[src/rtl/vga2tmds_encoder.sv]
// -----------------------------------------------------------------------------
// vga2tmds_encoder
//   DVI 1.0 TMDS 8b/10b encoder. Takes an RGB888 pixel stream with
//   hsync/vsync/blank and produces one 10-bit TMDS symbol per channel per
//   pixel, plus a constant 10-bit pixel-clock pattern. Each channel keeps its
//   own running DC disparity. Serialization happens downstream.
//
//   Optional feature macro: TMDS_CLK_ENA_EN
//     defined   : every register advances only when clk_pixel_ena=1
//     undefined : clk_pixel_ena is ignored, pipeline advances every edge
//
//   Ports
//     clk_pixel      in   1   pixel clock, rising edge
//     resetn         in   1   asynchronous active-low reset
//     clk_pixel_ena  in   1   pixel qualifier (TMDS_CLK_ENA_EN builds only)
//     i_r/i_g/i_b    in   8   pixel colour, used when i_blank=0
//     i_hsync        in   1   horizontal sync, sent on blue during blank
//     i_vsync        in   1   vertical sync, sent on blue during blank
//     i_blank        in   1   1 = control period, 0 = data enable
//     o_red          out  10  lane 2 symbol
//     o_green        out  10  lane 1 symbol
//     o_blue         out  10  lane 0 symbol
//     o_clk          out  10  c_clk_pattern
//
//   Latency: 2 cycles (c_out_reg=0) or 3 cycles (c_out_reg=1), counted in
//   advancing cycles.
// -----------------------------------------------------------------------------

// One TMDS lane: transition minimisation stage, DC balance stage, optional
// output register.
module vga2tmds_channel #(
  parameter int c_out_reg = 1
) (
  input  logic       clk_pixel,
  input  logic       resetn,
  input  logic       adv,
  input  logic [7:0] d,
  input  logic       de,
  input  logic [1:0] ctrl,
  output logic [9:0] sym
);

  // Count of set bits in a byte (0..8).
  function automatic logic [3:0] ones8(input logic [7:0] v);
    logic [3:0] n;
    n = 4'd0;
    for (int k = 0; k < 8; k++) begin
      n = n + {3'b000, v[k]};
    end
    return n;
  endfunction

  // Transition-minimised 9-bit word; bit 8 set means the XOR chain was used.
  function automatic logic [8:0] tm_qm(input logic [7:0] v);
    logic [8:0] q;
    logic [3:0] n;
    logic       use_xnor;
    n        = ones8(v);
    use_xnor = (n > 4'd4) || ((n == 4'd4) && (v[0] == 1'b0));
    q        = 9'd0;
    q[0]     = v[0];
    for (int k = 1; k < 8; k++) begin
      q[k] = use_xnor ? ~(q[k-1] ^ v[k]) : (q[k-1] ^ v[k]);
    end
    q[8] = ~use_xnor;
    return q;
  endfunction

  // Control-period symbol table.
  function automatic logic [9:0] ctrl_sym(input logic [1:0] c);
    logic [9:0] s;
    case (c)
      2'b00:   s = 10'h354;
      2'b01:   s = 10'h0AB;
      2'b10:   s = 10'h154;
      2'b11:   s = 10'h2AB;
      default: s = 10'h354;
    endcase
    return s;
  endfunction

  logic [8:0]        qm_s;
  logic [8:0]        q_m_d,  q_m_q;
  logic [3:0]        n1_d,   n1_q;
  logic              de_d,   de_q;
  logic [1:0]        ctrl_d, ctrl_q;
  logic [9:0]        sym_d,  sym_q;
  logic signed [4:0] cnt_d,  cnt_q;
  logic signed [4:0] n1_sv, n0_sv, diff_sv, bonus_sv, pen_sv;

  assign qm_s = tm_qm(d);

  // Stage 1 next-state: capture the minimised word and its ones count.
  always_comb begin
    q_m_d  = q_m_q;
    n1_d   = n1_q;
    de_d   = de_q;
    ctrl_d = ctrl_q;
    if (adv) begin
      q_m_d  = qm_s;
      n1_d   = ones8(qm_s[7:0]);
      de_d   = de;
      ctrl_d = ctrl;
    end else begin
      q_m_d  = q_m_q;
    end
  end

  // Stage 1 registers; reset to the blanked state.
  always_ff @(posedge clk_pixel or negedge resetn) begin
    if (!resetn) begin
      q_m_q  <= 9'd0;
      n1_q   <= 4'd0;
      de_q   <= 1'b0;
      ctrl_q <= 2'b00;
    end else begin
      q_m_q  <= q_m_d;
      n1_q   <= n1_d;
      de_q   <= de_d;
      ctrl_q <= ctrl_d;
    end
  end

  // Disparity helpers: diff = N1-N0; the +2/-2 terms come from q_m[8].
  assign n1_sv    = signed'({1'b0, n1_q});
  assign n0_sv    = 5'sd8 - n1_sv;
  assign diff_sv  = n1_sv - n0_sv;
  assign bonus_sv = q_m_q[8] ? 5'sd2 : 5'sd0;
  assign pen_sv   = q_m_q[8] ? 5'sd0 : 5'sd2;

  // Stage 2 next-state: DC-balanced symbol and running disparity.
  always_comb begin
    sym_d = sym_q;
    cnt_d = cnt_q;
    if (!adv) begin
      sym_d = sym_q;
    end else if (!de_q) begin
      // Control period: disparity restarts so each active run starts at 0.
      sym_d = ctrl_sym(ctrl_q);
      cnt_d = 5'sd0;
    end else if ((cnt_q == 5'sd0) || (n1_q == 4'd4)) begin
      sym_d = {~q_m_q[8], q_m_q[8], (q_m_q[8] ? q_m_q[7:0] : ~q_m_q[7:0])};
      cnt_d = q_m_q[8] ? (cnt_q + diff_sv) : (cnt_q - diff_sv);
    end else if (((cnt_q > 5'sd0) && (n1_q > 4'd4)) ||
                 ((cnt_q < 5'sd0) && (n1_q < 4'd4))) begin
      sym_d = {1'b1, q_m_q[8], ~q_m_q[7:0]};
      cnt_d = cnt_q + bonus_sv - diff_sv;
    end else begin
      sym_d = {1'b0, q_m_q[8], q_m_q[7:0]};
      cnt_d = cnt_q - pen_sv + diff_sv;
    end
  end

  // Stage 2 registers; reset emits control 00 with zero disparity.
  always_ff @(posedge clk_pixel or negedge resetn) begin
    if (!resetn) begin
      sym_q <= 10'h354;
      cnt_q <= 5'sd0;
    end else begin
      sym_q <= sym_d;
      cnt_q <= cnt_d;
    end
  end

  generate
    if (c_out_reg != 0) begin : g_out_reg
      logic [9:0] out_d, out_q;

      // Output stage next-state: follow stage 2 on advancing cycles.
      always_comb begin
        out_d = out_q;
        if (adv) begin
          out_d = sym_q;
        end else begin
          out_d = out_q;
        end
      end

      // Output register; reset also shows control 00.
      always_ff @(posedge clk_pixel or negedge resetn) begin
        if (!resetn) begin
          out_q <= 10'h354;
        end else begin
          out_q <= out_d;
        end
      end

      assign sym = out_q;
    end else begin : g_no_out_reg
      assign sym = sym_q;
    end
  endgenerate

endmodule

module vga2tmds_encoder #(
  parameter int         c_out_reg     = 1,
  parameter logic [9:0] c_clk_pattern = 10'b0000011111
) (
  input  logic       clk_pixel,
  input  logic       resetn,
  input  logic       clk_pixel_ena,
  input  logic [7:0] i_r,
  input  logic [7:0] i_g,
  input  logic [7:0] i_b,
  input  logic       i_hsync,
  input  logic       i_vsync,
  input  logic       i_blank,
  output logic [9:0] o_red,
  output logic [9:0] o_green,
  output logic [9:0] o_blue,
  output logic [9:0] o_clk
);

  logic adv_s;
  logic de_s;

`ifdef TMDS_CLK_ENA_EN
  assign adv_s = clk_pixel_ena;
`else
  logic unused_ena_s;
  assign unused_ena_s = clk_pixel_ena;
  assign adv_s        = 1'b1;
`endif

  assign de_s  = ~i_blank;
  assign o_clk = c_clk_pattern;

  vga2tmds_channel #(.c_out_reg(c_out_reg)) u_red (
    .clk_pixel (clk_pixel),
    .resetn    (resetn),
    .adv       (adv_s),
    .d         (i_r),
    .de        (de_s),
    .ctrl      (2'b00),
    .sym       (o_red)
  );

  vga2tmds_channel #(.c_out_reg(c_out_reg)) u_green (
    .clk_pixel (clk_pixel),
    .resetn    (resetn),
    .adv       (adv_s),
    .d         (i_g),
    .de        (de_s),
    .ctrl      (2'b00),
    .sym       (o_green)
  );

  // Blue carries sync during blank: c0 = hsync, c1 = vsync.
  vga2tmds_channel #(.c_out_reg(c_out_reg)) u_blue (
    .clk_pixel (clk_pixel),
    .resetn    (resetn),
    .adv       (adv_s),
    .d         (i_b),
    .de        (de_s),
    .ctrl      ({i_vsync, i_hsync}),
    .sym       (o_blue)
  );

endmodule

[config.mk]
export PLATFORM = sky130hd
export DESIGN_NAME = vga2tmds_encoder
export DESIGN_NICKNAME = d
export VERILOG_FILES = /design/src/rtl/vga2tmds_encoder.sv
export SDC_FILE = /design/constraint.sdc
export NUM_CORES = 1
export LEC_CHECK = 0
export CAP_MARGIN = 10
export CORE_MARGIN = 8
export CORE_UTILIZATION = 58
export CTS_BUF_LIST = sky130_fd_sc_hd__clkbuf_16
export CTS_CLUSTER_SIZE = 30
export DETAILED_ROUTE_END_ITERATION = 8
export GPL_TIMING_DRIVEN = 0
export PLACE_DENSITY = 0.81
export REMOVE_ABC_BUFFERS = 1
export SKIP_CTS_REPAIR_TIMING = 1
export SYNTH_ARGS = -nofsm -noshare
export SYNTH_HDL_FRONTEND = slang
export SYNTH_SLANG_ARGS = --single-unit
[constraint.sdc]
create_clock -name clk_pixel -period 2.5 [get_ports clk_pixel]
set_input_delay 0.5 -clock clk_pixel [delete_from_list [all_inputs] [get_ports clk_pixel]]
set_output_delay 0.5 -clock clk_pixel [all_outputs]
set_load 0.05 [all_outputs]
# After elaboration in Yosys (flattened, before gate mapping)
# Cells that the tools add are included.
[word_totals]
output_inout_bits = 40
wordCells = 236
ff_bits = 117
inputBits = 30
[classes]
addsub = 66
n_reduce_logical = 22
n_lt_le_gt_ge = 15
n_bitwise = 55
n_eq_ne = 9
muxes = 52
[op_table]
columns = ["cell", "n"]
rows = [
  ["$add A4 B1 Y4", 36],
  ["$mux W10", 9],
  ["$mux W5", 12],
  ["$sub A5 B5 Y5", 12],
  ["$add A5 B5 Y5", 9],
  ["$pmux W10 S4", 1],
  ["$not A1 Y1", 31],
  ["$eq A4 B3 Y1 const B", 6],
  ["$gt A4 B3 Y1 const B", 6],
  ["$mux W8", 3],
  ["$not A8 Y8", 3],
  ["$mux W1", 21],
  ["$xor A1 B1 Y1", 21],
  ["$gt A5 B1 Y1 const B", 3],
  ["$logic_not A5 Y1", 3],
  ["$lt A5 B1 Y1 const B", 3],
  ["$sub A4 B4 Y5 const A", 3],
  ["$add A1 B1 Y2", 6],
  ["$lt A4 B3 Y1 const B", 3],
  ["$mux W2", 6],
  ["$logic_and A1 B1 Y1", 9],
  ["$logic_or A1 B1 Y1", 9],
  ["$eq A2 B2 Y1 const B", 2],
  ["$eq A2 B1 Y1 const B", 1],
  ["$logic_not A2 Y1", 1],
]

# Longest topological paths before layout
[logic_depth]
ltp_word = 30
depth_mapped = 20
mapped_depth_nobuf = 20

# Cells and area by module
# From an unflattened synthesis, not the netlist that was laid out.
[unflattened]
cells_unflattened = 837
hier_area_um2 = 8732.1
[by_module_without_submodules]
columns = ["module", "instances", "area_per_inst_um2", "cells_each", "seq_area_each_um2"]
rows = [
  ["vga2tmds_channel (u_green)", 1, 2885.3, 282, 1013.5],
  ["vga2tmds_channel (u_blue)", 1, 2882.8, 276, 1013.5],
  ["vga2tmds_channel (u_red)", 1, 2877.8, 266, 1013.5],
  ["vga2tmds_encoder", 1, 86.3, 13, 0.0],
]

# Least setup slack after synthesis
# No wires, ideal clock.
[synth_path]
kind = "input to register"
start = "input port i_r[0]"
end = "register u_red.n1_q[1]"
stages = 20
required_ns = 2.436
setup_slack_ns = -3.161
setup_ns = 0.064
arrival_ns = 5.597
path_buffers = 0
cell_sequence = "ha_1 -> inv_1 -> fa_1 -> fa_1 -> inv_1 -> fa_1 -> fa_1 -> nor3b_1 -> o21ai_0 -> a21oi_2 -> xnor2_1 -> ha_1 -> inv_1 -> fa_1 -> inv_1 -> fa_1 -> fa_1 -> inv_1 -> fa_1 -> inv_1"
[synth_via]
elab_chain_cells = 30
elab_cells_between_ends = 40
classes_between = "14 x add/sub; 1 x order compare; 1 x eq/ne; 7 x mux; 15 x bitwise; 2 x reduce/logical"
[synth_rtl]
columns = ["element", "line", "rtl"]
rows = [
  ["from (decl)", "203", "input logic [7:0] i_r,"],
  ["parallel branches: the longest is 10 deep, another holds $add A4 B1 Y4", "--", ""],
  ["$mux W1 (*)", "63", "q[k] = use_xnor ? ~(q[k-1] ^ v[k]) : (q[k-1] ^ v[k]);"],
  ["net u_red.q_m_d[1]", "83", "logic [8:0] q_m_d, q_m_q;"],
  ["parallel branches: the longest is 18 deep, another holds $add A4 B1 Y4", "--", ""],
  ["$add A4 B1 Y4 (*)", "48", "n = n + {3'b000, v[k]};"],
  ["net u_red.n1_d[1]", "84", "logic [3:0] n1_d, n1_q;"],
  ["to (signal assigned)", "118", "n1_q <= n1_d;"],
  ["to (decl)", "84", ""],
]
# Mark *: on every way through the listed nets, which the timed path passes.

# Worst setup path after layout
[layout_path]
start = "input port i_g[0]"
end = "register u_green.n1_q[1]"
[layout_via]
elab_chain_cells = 30
elab_cells_between_ends = 40
classes_between = "14 x add/sub; 1 x order compare; 1 x eq/ne; 7 x mux; 15 x bitwise; 2 x reduce/logical"
[layout_rtl]
columns = ["element", "line", "rtl"]
rows = [
  ["from (decl)", "204", "input logic [7:0] i_g,"],
  ["parallel branches: the longest is 10 deep, another holds $add A4 B1 Y4", "--", ""],
  ["$mux W1 (*)", "63", ""],
  ["net u_green.q_m_d[1]", "83", ""],
  ["parallel branches: the longest is 18 deep, another holds $add A4 B1 Y4", "--", ""],
  ["$add A4 B1 Y4 (*)", "48", ""],
  ["net u_green.n1_d[1]", "84", ""],
  ["to (signal assigned)", "118", ""],
  ["to (decl)", "84", ""],
]
# Marks and branches as above.

==> results.md <==
* Status: finished, violations left
* Failing checks: negative setup slack
* Core Rows at 40
* Crit end category: register
* Ranking of synthesized cells by area: dfrtp_1 (30%), ha_1 (13%), dfstp_2 (11%)
* Starting Density at 58.7%
* M1 GR Usage at 19.5%
* Met2 usage at 32.1%
* Synth top area share at 30.2%
* Layout Skew at 5.06 ps
* GP Congestion at 0.857
* Worst EP required at 2820 ps
* Crit path top cell by count: fa_1
* RSZ-0062 raised after global routing: true
* EDFF count, synth at 0
* Met3 usage at 4.21%
* Crit Path Max Fanout at 4
* Initial antenna violation count at 0
* Gr busiest metal: met2
* Worst-case clock buffer depth at 2
* Primary FF master, synth: dfrtp_1
* Die area at 15800 um2
* Async S/R FF share, synth at 100%
* Arrival @ worst endpoint at 5930 ps
* Vias in the first global route at 4853
* Total track usage at 17.7%
* Worst relative slew slack at 53.9%
* DIE WIDTH at 126 um
* DRC Markers at 0
* CP bufs+invs at 5
* Area grow syn2layout at 24.4%
* Final setup vio count at 27
* Synth Warn # at 0
* GR Overflow Total at 0
* Post-DP HPWL at 9.64 mm
* H-tree level count at 4
* Mapped Area at 6960 um2
* Post-route antenna net violation count at 0
* Worst path max stage delay at 580 ps
* Initial DRT Pass Iterations at 6
* Pin count of the biggest net entering global routing at 60
* Crit Path Category: in2reg
* Sequential share of the synthesized area at 41.5%
* Clk pin slew, worst setup/hold paths at 60 ps
* Vias after detailed routing at 4489
* Antenna diodes at 0
* Actual slew at the worst max-slew pin at 691 ps
* Hold Crit Class: in2async
* Synth Instances at 600
* Routed WL at 15.0 mm
* Initial detailed-routing violation count at 298
* Worst-path cell chain: buf_8 > ha_4 > inv_2 > fa_1 > fa_1 > inv_2 > fa_2 > fa_1 > nor3b_2 > o21ai_1 > a21oi_2 > xnor2_1 > ha_1 > inv_2 > fa_1 > fa_1 > fa_2 > fa_2 > inv_1
* Final hold vios at 0
* Dominant cell type by area after synthesis: dfrtp_1
* Root Driver: clkbuf_16
* First-pass GRT wire length at 22.5 mm
* Total CTS buffers at 17
* Final Worst Setup Slack at -3120 ps
* Final slew viol count at 0
* Delay-heaviest family, CP: adder cells
* Number of distinct library cells after synthesis at 53
* Worst reg-to-reg path cell count at 9
* Maxcap violations at 0
* Final Cycle Share at 225%
* Fin nets at 830
* Vias/cell at 5.27
* Setup TNS at -46430 ps
* CTS Sinks at 114
* Core box area at 11900 um2
* Wire per inst at 17.6 um
* PortBufs at 58
* Share of cells above drive strength 1 at 23.0%
* Startpoint Class: input pin
* Worst skew pair latency at 420 ps
* Min Tclk post-route at 5620 ps
* Max Fclk at 178 MHz
* Yosys reg bits at 114
* Chip height at 126 um
* Ports at 70
* Crit-path slowest cell: fa_1
* Average cell area after synthesis at 11.6 um2
* CP Depth at 19
* CTS tree: built
metal layers:
layer	vias to the layer above	wire length [um]
li1	2051	-
met5	-	0
met2	129	8260
met4	0	325
met3	36	576
met1	2273	5830
registers in the layout, summed over array words and instances, names as in the netlist, 9 cells and up:
name	count
u_blue.sym	10
u_blue.sym_q	10
u_green.sym	10
u_green.sym_q	10
u_red.sym	10
u_red.sym_q	10
u_blue.q_m_q	9
u_green.q_m_q	9
u_red.q_m_q	9
metrics by stage:
stage | hold WS [ps] | setup slack, ps | cell area (um2) | utilization [%] | std cells
3_5_place_dp | 335 | -4140 | 7660 | 64.6 | 796
5_1_grt | 185 | -3220 | 8660 | 73.0 | 851
3_3_place_gp | 332 | -3980 | 7640 | 64.4 | 795
2_1_floorplan | 204 | -3160 | 6870 | - | 590
4_1_cts | 151 | -3750 | 8220 | 69.3 | 828
6_report | 122 | -3120 | 8660 | 73.0 | 851
worst paths after layout:
path | slack (ps) | startpoint | to
max | -3120 | i_g[0] | u_green.n1_q[1]$_DFF_PN0_
min | 120 | resetn | u_blue.sym[3]$_DFF_PN0_
max reg2reg | 30 | u_green.n1_q[0]$_DFF_PN0_ | u_green.cnt_q[4]$_DFF_PN0_
min reg2reg | 350 | u_green.sym_q[5]$_DFF_PN0_ | u_green.sym[5]$_DFF_PN0_
max in group asynchronous | 1620 | resetn | u_green.sym[6]$_DFF_PN1_
min in group clk_pixel | 200 | i_g[0] | u_green.q_m_q[0]$_DFF_PN0_
layout by cell type, fill, tap and decap left out, types with 4 or more instances in the layout:
master / Yosys / final
mux2_2: 4 / 4
clkdlybuf4s50_1: 0 / 45
nor2_1: 28 / 28
a21oi_2: 2 / 4
and2_1: 5 / 5
a211oi_1: 4 / 4
clkinvlp_4: 0 / 4
inv_2: 0 / 15
fa_1: 39 / 28
ha_1: 70 / 67
xnor2_1: 45 / 40
inv_6: 0 / 5
fa_2: 0 / 11
xor2_1: 32 / 29
buf_6: 2 / 8
o21a_1: 5 / 5
o21ai_0: 11 / 9
nor2b_1: 6 / 5
nand3_1: 4 / 4
xor2_2: 4 / 6
conb_1: 2 / 10
nor3_1: 4 / 4
dfstp_2: 30 / 30
buf_4: 10 / 19
dlymetal6s2s_1: 0 / 6
a31oi_1: 4 / 4
dfrtp_1: 84 / 81
xnor2_2: 5 / 8
a21oi_1: 23 / 21
a21o_1: 16 / 16
nand2_1: 16 / 16
clkbuf_16: 0 / 17
inv_1: 102 / 86
Yosys cell counts (3+ instances only):
| cell | n |
|---|---|
| nor3_1 | 4 |
| xnor2_1 | 45 |
| xor2_1 | 32 |
| o21a_1 | 5 |
| nor2b_1 | 6 |
| dfstp_2 | 30 |
| clkbuf_1 | 5 |
| and2_1 | 5 |
| a211oi_1 | 4 |
| a21o_1 | 16 |
| buf_4 | 10 |
| nor3b_1 | 6 |
| nand3_1 | 4 |
| o21ai_0 | 11 |
| xnor2_2 | 5 |
| nand2_1 | 16 |
| nor2_1 | 28 |
| ha_1 | 70 |
| a21oi_1 | 23 |
| xor2_2 | 4 |
| mux2i_1 | 3 |
| fa_1 | 39 |
| a31oi_1 | 4 |
| dfrtp_1 | 84 |
| xnor3_1 | 3 |
| inv_1 | 102 |
| mux2_2 | 4 |
kinds of logic (layout without fill, tap and decap cells):
logic type,after synthesis,in the layout,synth area share [%]
buf+inv,121,217,7.30
flops,114,114,41.5
fa+ha+maj,109,109,23.8
xor+xnor,89,89,12.8
compound gates,79,79,7.85
simple gates,79,79,5.61
mux,7,7,1.08
other cells,2,10,0.108
area by class of cell:
type                            instances  area (um2)
Clock inverter                         15         133
Clock buffer                           17         425
Multi-Input combinational cell        373        3800
Tap cell                              147         184
Sequential cell                       114        2890
Timing Repair Buffer                   82         831
Inverter                              103         393
Fill cell                             716        3200
Power is left out: the tool's default activity adds up to more than one toggle a clock period on the data nets, which glitch-free logic cannot reach.
